--- src/rtl/data_island_packet_serializer_if.sv ---
// rtl/data_island_packet_serializer_if.sv - packet-side bundle between picker and serializer
//
// Purpose: groups the per-packet inputs (enable, header, subpackets) and the
// serialized outputs (TERC4 payload bits, bit position, end marker).
//   data_island_period : high while packet cycles are transmitted
//   header[23:0]       : HB0 = [7:0], HB1 = [15:8], HB2 = [23:16]
//   sub[3:0][55:0]     : subpackets 0..3, PB0 = [7:0] .. PB6 = [55:48]
//   packet_data[8:0]   : {ch2[3:0], ch1[3:0], ch0_bit2}
//   counter[4:0]       : bit position within the packet, 0..31
//   packet_end         : high in the last cycle of a packet
// master drives the packet (picker side), slave is the serializer.
interface data_island_packet_serializer_if;
  logic             data_island_period;
  logic [23:0]      header;
  logic [3:0][55:0] sub;
  logic [8:0]       packet_data;
  logic [4:0]       counter;
  logic             packet_end;

  modport master (
    output data_island_period, header, sub,
    input  packet_data, counter, packet_end
  );

  modport slave (
    input  data_island_period, header, sub,
    output packet_data, counter, packet_end
  );
endinterface

--- src/rtl/data_island_packet_serializer.sv ---
// rtl/data_island_packet_serializer.sv - HDMI data-island packet to 32-cycle TERC4 bit stream
//
// Purpose: walks a 5-bit position counter across one packet, emits header and
// subpacket bits in the same cycle as their position, and accumulates the BCH
// ECC bytes serially so they can be appended in the tail cycles.
//   clk_pixel : pixel clock, all state on rising edge
//   reset     : asynchronous active-high reset
//   bus       : slave side of data_island_packet_serializer_if
//               (data_island_period, header, sub in; packet_data, counter,
//               packet_end out)
module data_island_packet_serializer (
  input  logic                           clk_pixel,
  input  logic                           reset,
  data_island_packet_serializer_if.slave bus
);

  logic [4:0]      cnt;
  logic [7:0]      ecc_h;
  logic [3:0][7:0] ecc_s;
  logic [3:0]      ch1;
  logic [3:0]      ch2;
  logic            ch0_bit2;

  // One LSB-first step of the BCH(64,56)/(32,24) LFSR, generator x^8+x^7+x^6+1.
  function automatic logic [7:0] bch_step(input logic [7:0] e, input logic b);
    return {1'b0, e[7:1]} ^ ({8{e[0] ^ b}} & 8'h83);
  endfunction

  always_ff @(posedge clk_pixel or posedge reset) begin
    if (reset) begin
      cnt   <= 5'd0;
      ecc_h <= 8'h00;
      ecc_s <= '0;
    end else if (!bus.data_island_period) begin
      cnt   <= 5'd0;
      ecc_h <= 8'h00;
      ecc_s <= '0;
    end else begin
      // 5-bit counter wraps 31 -> 0 on its own for back-to-back packets.
      cnt <= cnt + 5'd1;
      if (cnt == 5'd31) begin
        ecc_h <= 8'h00;
        ecc_s <= '0;
      end else begin
        // Registers hold outside their data windows so the tail cycles can
        // read out a stable ECC byte.
        if (cnt <= 5'd23)
          ecc_h <= bch_step(ecc_h, bus.header[cnt]);
        if (cnt <= 5'd27) begin
          for (int n = 0; n < 4; n++)
            ecc_s[n] <= bch_step(bch_step(ecc_s[n], bus.sub[n][{cnt, 1'b0}]),
                                 bus.sub[n][{cnt, 1'b1}]);
        end
      end
    end
  end

  // Tail cycles: positions 24..31 map to ecc_h bit cnt[2:0]; positions 28..31
  // map to ecc_s bit pair cnt[1:0].
  always_comb begin
    ch1 = 4'd0;
    ch2 = 4'd0;
    if (cnt < 5'd24)
      ch0_bit2 = bus.header[cnt];
    else
      ch0_bit2 = ecc_h[cnt[2:0]];
    for (int n = 0; n < 4; n++) begin
      if (cnt < 5'd28) begin
        ch1[n] = bus.sub[n][{cnt, 1'b0}];
        ch2[n] = bus.sub[n][{cnt, 1'b1}];
      end else begin
        ch1[n] = ecc_s[n][{cnt[1:0], 1'b0}];
        ch2[n] = ecc_s[n][{cnt[1:0], 1'b1}];
      end
    end
  end

  assign bus.packet_data = {ch2, ch1, ch0_bit2};
  assign bus.counter     = cnt;
  assign bus.packet_end  = bus.data_island_period && (cnt == 5'd31);

endmodule

--- src/flat_wrapper.sv ---
// flat-port wrapper written by rule: the top's interface ports become plain ports
module data_island_packet_serializer_flat 
  (clk_pixel, reset, bus_data_island_period, bus_header, bus_sub, bus_packet_data, bus_counter, bus_packet_end);
  data_island_packet_serializer_if bus_i ();
  input  logic clk_pixel;
  input  logic reset;
  input wire logic [$bits(bus_i.data_island_period)-1:0] bus_data_island_period;
  input wire logic [$bits(bus_i.header)-1:0] bus_header;
  input wire logic [$bits(bus_i.sub)-1:0] bus_sub;
  output wire logic [$bits(bus_i.packet_data)-1:0] bus_packet_data;
  output wire logic [$bits(bus_i.counter)-1:0] bus_counter;
  output wire logic [$bits(bus_i.packet_end)-1:0] bus_packet_end;
  assign bus_i.data_island_period = bus_data_island_period;
  assign bus_i.header = bus_header;
  assign bus_i.sub = bus_sub;
  assign bus_packet_data = bus_i.packet_data;
  assign bus_counter = bus_i.counter;
  assign bus_packet_end = bus_i.packet_end;
  data_island_packet_serializer u_core (.clk_pixel(clk_pixel), .reset(reset), .bus(bus_i));
endmodule
--- config.mk ---
export PLATFORM = sky130hd
export DESIGN_NAME = data_island_packet_serializer_flat
export DESIGN_NICKNAME = d
export VERILOG_FILES = /design/src/rtl/data_island_packet_serializer_if.sv /design/src/rtl/data_island_packet_serializer.sv /design/src/flat_wrapper.sv
export SDC_FILE = /design/constraint.sdc
export NUM_CORES = 1
export LEC_CHECK = 0
export ABC_CLOCK_PERIOD_IN_PS = 6500
export CAP_MARGIN = 20
export CORE_AREA = 2 2 109 111
export CTS_CLUSTER_SIZE = 20
export DETAILED_ROUTE_END_ITERATION = 7
export DIE_AREA = 0 0 111 113
export PLACE_DENSITY = 0.91
export SETUP_SLACK_MARGIN = 0.4
export SYNTH_ARGS = -nofsm -noshare
export SYNTH_HDL_FRONTEND = slang
export SYNTH_SLANG_ARGS = --single-unit
--- constraint.sdc ---
create_clock -name clk_pixel -period 6.5 [get_ports clk_pixel]
set_input_delay 0.975 -clock clk_pixel [delete_from_list [all_inputs] [get_ports clk_pixel]]
set_output_delay 0.975 -clock clk_pixel [all_outputs]
set_load 0.03 [all_outputs]
Yosys cells after proc, flatten, opt, wreduce, memory -nomap -nowiden
Cells that the tools add are included.

$add $sub $neg: 1. Muxes and demuxes: 52. Bitwise operators: 18. Reduce and logical (&&, ||, !) cells: 1. Eq/ne operators: 3. Order comparisons: 10.

Operators by type and width (number): $mux W32 (3); $xor A7 B8 Y8 (9); $bmux W1 S5 (9); $mux W1 (27); $mux W8 (3); $bmux W1 S2 (8); $lt A6 B7 Y1 const B (2); $lt A3 B4 Y1 const B (3); $le A5 B5 Y1 const B (2); $lt A5 B5 Y1 const B (2); $xor A1 B1 Y1 (9); $lt A5 B6 Y1 const B (1); $ne A3 B1 Y1 const B (2); $add A5 B1 Y5 const B (1); $eq A5 B5 Y1 const B (1); $mux W5 (1); $bmux W1 S3 (1); $logic_and A1 B1 Y1 (1).

Word-level logic and storage cells: 91. Flip-flop bits (word level): 45.

Longest topological paths before layout
Gate-level depths: netlist of run 1.

Depth after elaboration: 9. Mapped depth: 10. Mapped depth without buffers: 8.

Least setup slack after synthesis of run 1
Ideal clock, no wire load.

Path type: register -> output. Start point: register u_core.cnt[1] (netlist: u_core.bus.counter[1]). End point: output bus_packet_data[1]. Required time: 5525 ps. Cell stages (with the launch flop): 8. Arrival: 2273 ps. Setup slack: 3252 ps. Cells stage by stage: dfrtp_1 buf_2 buf_4 buf_2 buf_2 mux4_2 nand2_1 nand4_1.

Cells in the longest elaborated chain, start to end: 3.

RTL lines: start, declared (RTL line data_island_packet_serializer.sv:17) `logic [4:0] cnt;`; start signal, assigned (RTL line data_island_packet_serializer.sv:40) `cnt <= cnt + 5'd1;`; $bmux W1 S5 or $bmux W1 S2 (tied branches) (RTL line data_island_packet_serializer.sv:69, data_island_packet_serializer.sv:72); $mux W1 (on tied branches) (RTL line data_island_packet_serializer.sv:69, data_island_packet_serializer.sv:72); $mux W1 (*) (RTL line data_island_packet_serializer.sv:68) `if (cnt < 5'd28) begin`; end, declared (RTL line flat_wrapper.sv:10) `output wire logic [$bits(bus_i.packet_data)-1:0] bus_packet_data;`.

Every way passes the cells marked *; elsewhere a longest branch is shown, timed or not. The select of a mux whose other input is x is not followed.

Worst setup path in the final report of run 1
Start point: register u_core.cnt[1] (netlist: u_core.bus.counter[1]). End point: output bus_packet_data[6].

Cells in the longest elaborated chain, start to end: 3.

RTL lines (RTL line): $bmux W1 S5 or $bmux W1 S2 (tied branches) (data_island_packet_serializer.sv:70, data_island_packet_serializer.sv:73); $mux W1 (on tied branches) (data_island_packet_serializer.sv:70, data_island_packet_serializer.sv:73); $mux W1 (*) (data_island_packet_serializer.sv:68).

Marks and branches as above.

==> results of run 1 <==
## cells in the mapped netlist, drive strengths merged (4+ instances only)
library cell	number
mux4	36
o21ai	12
nor2	19
nand2b	6
xor2	9
a22oi	31
buf	28
xnor2	12
nor2b	7
nand2	75
clkbuf	14
or3	4
mux2i	91
dfrtp	45
a21o	6
a21oi	47
nand3	24
and2	8
nand4	11
## state kept, by name (all words and copies together), names as in the netlist
register / count
u_core.bus.counter: 5
u_core.ecc_s: 32
u_core.ecc_h: 8
## power by group through the flow
| stage | clock network (mW) | registers [mW] | logic, mW |
|---|---|---|---|
| 2_1_floorplan | 0 | 0.391 | 0.432 |
| 3_3_place_gp | 0 | 0.428 | 0.632 |
| 3_5_place_dp | 0 | 0.439 | 0.651 |
| 4_1_cts | 0.297 | 0.434 | 0.658 |
| 5_1_grt | 0.308 | 0.447 | 0.709 |
| 6_report | 0.297 | 0.438 | 0.663 |
## worst paths after layout
check	from	end	slack, ps	cells past startpoint
setup / recovery	u_core.bus.counter[1]	bus_packet_data[6]	1460	6
hold reg to reg	u_core.ecc_s[6]	u_core.ecc_s[6]	540	2
hold / removal	u_core.ecc_s[6]	u_core.ecc_s[6]	540	2
max in group asynchronous	reset	u_core.bus.counter[0]	4910	3
setup reg to reg	u_core.bus.counter[1]	u_core.ecc_s[9]	2700	7
min in group asynchronous	reset	u_core.ecc_s[9]	1140	3
## worst max-delay path: stages, from the launching register on
cell and delay, ps:
dfrtp_4 1130, nor2b_1 970, a22oi_1 230, nand3_1 150, nand4_1 300, mux2_2 390
clkdlybuf4s50_1 590
## area by class of cell
cell class / count / area (um^2) / area share (%)
Timing Repair Buffer: 270 / 2690 / 35.4
Multi-Input combinational cell: 418 / 3410 / 44.8
Clock inverter: 1 / 30.0 / 0.395
Clock buffer: 7 / 143 / 1.88
Inverter: 4 / 15.0 / 0.197
Sequential cell: 45 / 1130 / 14.9
Tap cell: 143 / 179 / 2.35
Antenna cell: 2 / 5.00 / 0.0658
## metrics by stage
step                      worst slack, ps  area [um^2]  std cells  power, mW
after detailed placement             1820         7430        880       1.09
after global placement               1900         7430        880       1.06
after global routing                 1300         7600        889       1.46
final                                1460         7610        890       1.40
after floorplan                      3250         4800        509      0.822
after CTS                            1500         7600        888       1.39
## layer usage
layer / up-vias / global-route usage [%]
li1: 2375 / -
met1: 2599 / 40.2
met2: 326 / 53.2
met3: 44 / 6.32
met4: 0 / 7.67
met5: - / 0
## kinds of logic after synthesis
| logic type | synth area share [%] |
|---|---|
| and+or+nand+nor | 15.9 |
| muxes | 36.1 |
| AOI/OAI and AO/OA | 14.0 |
| buffers and inverters | 5.55 |
| DFF | 23.5 |
| xor gates and xnor gates | 4.46 |
| adders and majority gates | 0.521 |
==> results by group, run 1 <==
Status
  • Status: complete, no violations

Setup path
  • Crit path DAT: 4070 ps
  • Crit path required time: 5520 ps
  • Crit Path Category: flip-flop to output port
  • CP Launch Type: flip-flop
  • Crit end category: output port
  • Crit-path max FO: 71

Power
  • Peak supply drop: 158 uV
  • Switching power: 0.479 mW
  • Reg power frac: between 30% and 40%
  • Combinational share of power: between 40 and 50%
  • Power Internal: 0.918 mW
  • Leakage power: a little under 3 nW
  • PwrDens: 184 nW/um^2
  • Switching share of power: between 30% and 40%
  • Clock power share: about a fifth

Synth
  • Syn Area/Cell: between 9 and 10 um^2
  • Mapped Cells: 509
  • Post-synth cell types: 45
  • Top FF cell, synth: dfrtp_1
  • Async set-reset flop share out of synthesis: 100%
  • Post-Syn Area: 4800 um^2
  • Top cell type's share of synthesized area: 23.5%
  • Top post-synthesis cells by area: dfrtp_1 (23%), mux2i_1 (19%), mux4_2 (17%)
  • Leading area contributor after synthesis: dfrtp_1
  • Synth warn: 0
  • FF+latch count, synth: 45
  • Syn Nets: 762
  • Sequential-to-total area share from yosys stat: 23.5%
  • EDFF count, synth: 0

Die
  • Die W: ~110 um
  • Initial Util: a little over two fifths
  • Die height: 113 um
  • Row count: 39
  • Ports: 266
  • Die ar.: 12500 um^2
  • Core area: 11300 um^2

Timing
  • Max-slew violations: 0
  • Final setup viols: 0
  • Final Hold Fails: 0
  • Worst hold margin: 545 ps
  • Setup TNS: 0 ps
  • Final period util: 77.6%
  • Worst Skew: a little over 7 ps
  • Slew Limit Headroom: between 20% and 30%
  • Unrepaired setup endpoints after global routing: no
  • Worst-Margin Slew: 1120 ps
  • Fmax: 0.198 GHz
  • Post-layout min period: 5040 ps

Drt
  • Via-to-Cell Ratio: about 6.0
  • WL final: around 20000 um
  • Routed wire per std cell: 22.2 um
  • Met2 Wirelength: 9760 um
  • Wl on met1: around 7700 um
  • DR iter-0 viols: 652
  • Routed via count: 5344
  • # DRC: 0
  • Met3 wire length: 1870 um
  • Top Layer Used: met4
  • Post-route antenna net violation count: 0
  • Drt first pass iters: 8

Clock tree
  • Clk root buf: clkbuf_16
  • Clock Latency Late Sink: 290 ps
  • Cts bufs inserted: 5
  • Clock-pin slew on the worst setup and hold paths: roughly 60 ps
  • CTS hold repair buffers: 0
  • Post-cts sizing count: 0
  • # clock sinks: 45
  • Clk buf depth: 2
  • CTS tree: yes
  • CTS H-tree depth: 2
  • Setup bufs post-CTS: 0

Finish
  • Number of fill cells: 866
  • Post-layout util: 67.5%
  • Leading cell types in the layout, fill and taps excluded: clkdlybuf4s50_1 (265), mux2i_1 (91), nand2_1 (75)
  • Layout area overhead: 58.5%
  • Most common cell after layout, fill and taps aside: clkdlybuf4s50_1
  • Layout cells sized above 1: 8.46%
  • Fin nets: 997

Global route
  • Congestion Overflow GR: 0
  • Global-route wire length before repair: approximately 30000 um
  • Gr usage total: slightly above 30%
  • Largest net degree at the start of global routing: 72
  • Vias in the first global route: 5323
  • Initial antenna violation count: 2

Placement
  • PortBufs: 265
  • Gp weighted congestion: around 0.94
  • Dpl hpwl: approximately 16000 um

Job
  • Max cap viols: 0

Worst hold path
  • Hold Path Class: flip-flop to flip-flop
(Power assumes the default switching activity.)
==> run 2, diff against run 1 <==
--- a/config.mk
+++ b/config.mk
@@ -5,13 +5,13 @@
 export SDC_FILE = /design/constraint.sdc
 export NUM_CORES = 1
 export LEC_CHECK = 0
-export ABC_CLOCK_PERIOD_IN_PS = 6500
+export ABC_CLOCK_PERIOD_IN_PS = 4900
 export CAP_MARGIN = 20
-export CORE_AREA = 2 2 109 111
+export CORE_AREA = 2 2 113 115
 export CTS_CLUSTER_SIZE = 20
 export DETAILED_ROUTE_END_ITERATION = 7
-export DIE_AREA = 0 0 111 113
-export PLACE_DENSITY = 0.91
+export DIE_AREA = 0 0 115 117
+export PLACE_DENSITY = 0.86
 export SETUP_SLACK_MARGIN = 0.4
 export SYNTH_ARGS = -nofsm -noshare
 export SYNTH_HDL_FRONTEND = slang
==> constraint.sdc (replaced) <==
create_clock -name clk_pixel -period 4.9 [get_ports clk_pixel]
set_input_delay 0.735 -clock clk_pixel [delete_from_list [all_inputs] [get_ports clk_pixel]]
set_output_delay 0.735 -clock clk_pixel [all_outputs]
set_load 0.03 [all_outputs]
==> results by group, run 2 (synthesis results as in run 1) <==
Finish
  • Max FFs per register: 32
  • # diodes: 0
  • Most common cell after layout, fill and taps aside: clkdlybuf4s50_1
  • Layout cells sized above 1: 9.43%
  • Number of fill cells: 1017
  • Fin nets: 1005
  • FF/Latch Area: 1130 um^2
  • Footprint of the multi-input gates: 3410 um^2
  • Leading cell types in the layout, fill and taps excluded: clkdlybuf4s50_1 (265), mux2i_1 (91), nand2_1 (75)
  • Layout area overhead: 59.6%
  • Most flop-heavy register: u_core.ecc_s

Power
  • Power Internal: 1.16 mW
  • Switching share of power: a little over a third
  • Leakage power: 2.99 nW
  • Switching power: 0.635 mW
  • Peak supply drop: 203 uV
  • Combinational share of power: between 50% and 60%
  • PwrDens: 234 nW/um^2
  • Reg power frac: 31.6%
  • Clock power share: between 10% and 20%
  • Total power: ~1.8 mW

Drt
  • Routed wire per std cell: 22.3 um
  • Routed via count: 5309
  • Post-route antenna net violation count: 0
  • WL final: 20200 um
  • Via-to-Cell Ratio: 5.88
  • # DRC: 0
  • DR iter-0 viols: 470
  • Drt first pass iters: 5

Clock tree
  • CTS H-tree depth: 2
  • Clock Latency Late Sink: about 290 ps
  • CTS hold repair buffers: 0
  • Clock-pin slew on the worst setup and hold paths: 60 ps
  • Cts bufs inserted: 5
  • Clk root buf: clkbuf_16
  • Clk buf depth: 2
  • CTS tree: yes
  • Setup bufs post-CTS: 0
  • Post-cts sizing count: 0
  • # clock sinks: 45

Die
  • Die height: between 100 and 150 um
  • Initial Util: 39.0%
  • Row count: 41
  • Ports: 266
  • Die ar.: 13500 um^2
  • Die W: 115 um
  • Core area: between 10000 and 15000 um^2

Placement
  • Dpl hpwl: between 15000 and 20000 um
  • Gp weighted congestion: 0.990
  • PortBufs: 265

Setup path
  • CP Launch Type: flip-flop
  • R2r startpoint: u_core.bus.counter[0]
  • CP Cell Sequence: mux4_2 -> a22oi_1 -> nand4_1 -> mux2_2 -> clkdlybuf4s50_1
  • Crit-path max FO: 53
  • Crit path required time: ~4200 ps
  • CP peak stage delay: 1030 ps
  • CP delay by family, top: flip-flops
  • Crit Path Category: flip-flop to output port
  • Worst Setup SP: u_core.bus.counter[0]
  • FF-to-FF End: u_core.ecc_s[1]
  • CP max-delay cell: dfrtp_4
  • Crit path DAT: 3480 ps
  • Worst reg-to-reg path cell count: 8
  • Crit end category: output port
  • Critical path buffers and inverters: 1
  • R2r setup slk: 1390 ps

Status
  • Status: complete, no violations

Global route
  • Congestion Overflow GR: 0
  • Largest net degree at the start of global routing: 54
  • Initial antenna violation count: 0
  • Vias in the first global route: ~5400
  • Global-route wire length before repair: slightly below 30000 um
  • Gr usage total: 29.2%

Timing
  • Fmax: roughly 0.24 GHz
  • Slew Limit Headroom: between 30% and 40%
  • Worst hold margin: 541 ps
  • Worst-Margin Slew: 903 ps
  • Post-layout min period: roughly 4200 ps
  • Max-slew violations: 0
  • Final Hold Fails: 0
  • Worst Skew: 5.36 ps
  • Final setup viols: 0
  • Unrepaired setup endpoints after global routing: no
  • Setup TNS: 0 ps
  • Final period util: between 80% and 90%

Worst hold path
  • Hold endpoint: u_core.ecc_s[20]
  • Hold path depth: 2
  • Hold Path Class: flip-flop to flip-flop
  • HP Start: u_core.ecc_s[20]

Job
  • Max cap viols: 0
run 2: cell types whose count changed in the layout (fill, tap and decap cells not counted):
cell        before  now
buf_16           0    1
diode_2          2    0
buf_4            5   12
clkinvlp_4       0    2
clkbuf_8         1    0
bufinv_16        1    0
run 2: through the flow:
step,setup slack [ps],utilization (%),cells,instance area (um^2)
2_1_floorplan,1890,-,509,4800
3_3_place_gp,999,60.8,894,7490
3_5_place_dp,985,60.8,894,7490
4_1_cts,671,62.0,902,7630
5_1_grt,550,62.2,903,7660
6_report,685,62.2,903,7660
run 2: final cells by class:
class,count,share of cell area (%)
inverter,4,0.196
multi-input combinational,418,44.5
clock buffer,6,1.68
sequential,45,14.8
timing repair buffer,278,36.2
clock inverter,2,0.196
tap,150,2.45
run 2: layer usage:
layer	GRT usage (%)	share of wire, %
met4	8.67	2.9
met1	35.4	38
met3	6.95	10
met2	51.7	49
met5	0	0
run 2: how the worst max path moves through the flow:
| stage | cells after the start | end |
|---|---|---|
| after floorplan | 7 | bus_packet_data[1] |
| after global placement | 6 | bus_packet_data[6] |
| after detailed placement | 6 | bus_packet_data[6] |
| after CTS | 5 | bus_packet_data[6] |
| after global routing | 7 | bus_packet_data[7] |
| final | 5 | bus_packet_data[6] |
run 2: worst min-delay path, stage by stage, from the launching register on:
cell and delay [ps]:
dfrtp_1 390, nand2_1 60, a21oi_1 50
run 2: power by group through the flow:
| stage | logic [mW] | registers [mW] | clock network, mW |
|---|---|---|---|
| global route | 0.958 | 0.578 | 0.347 |
| finish | 0.897 | 0.567 | 0.328 |
| global placement | 0.855 | 0.556 | 0 |
| CTS | 0.891 | 0.564 | 0.331 |
| detailed placement | 0.883 | 0.569 | 0 |
| floorplan | 0.572 | 0.518 | 0 |
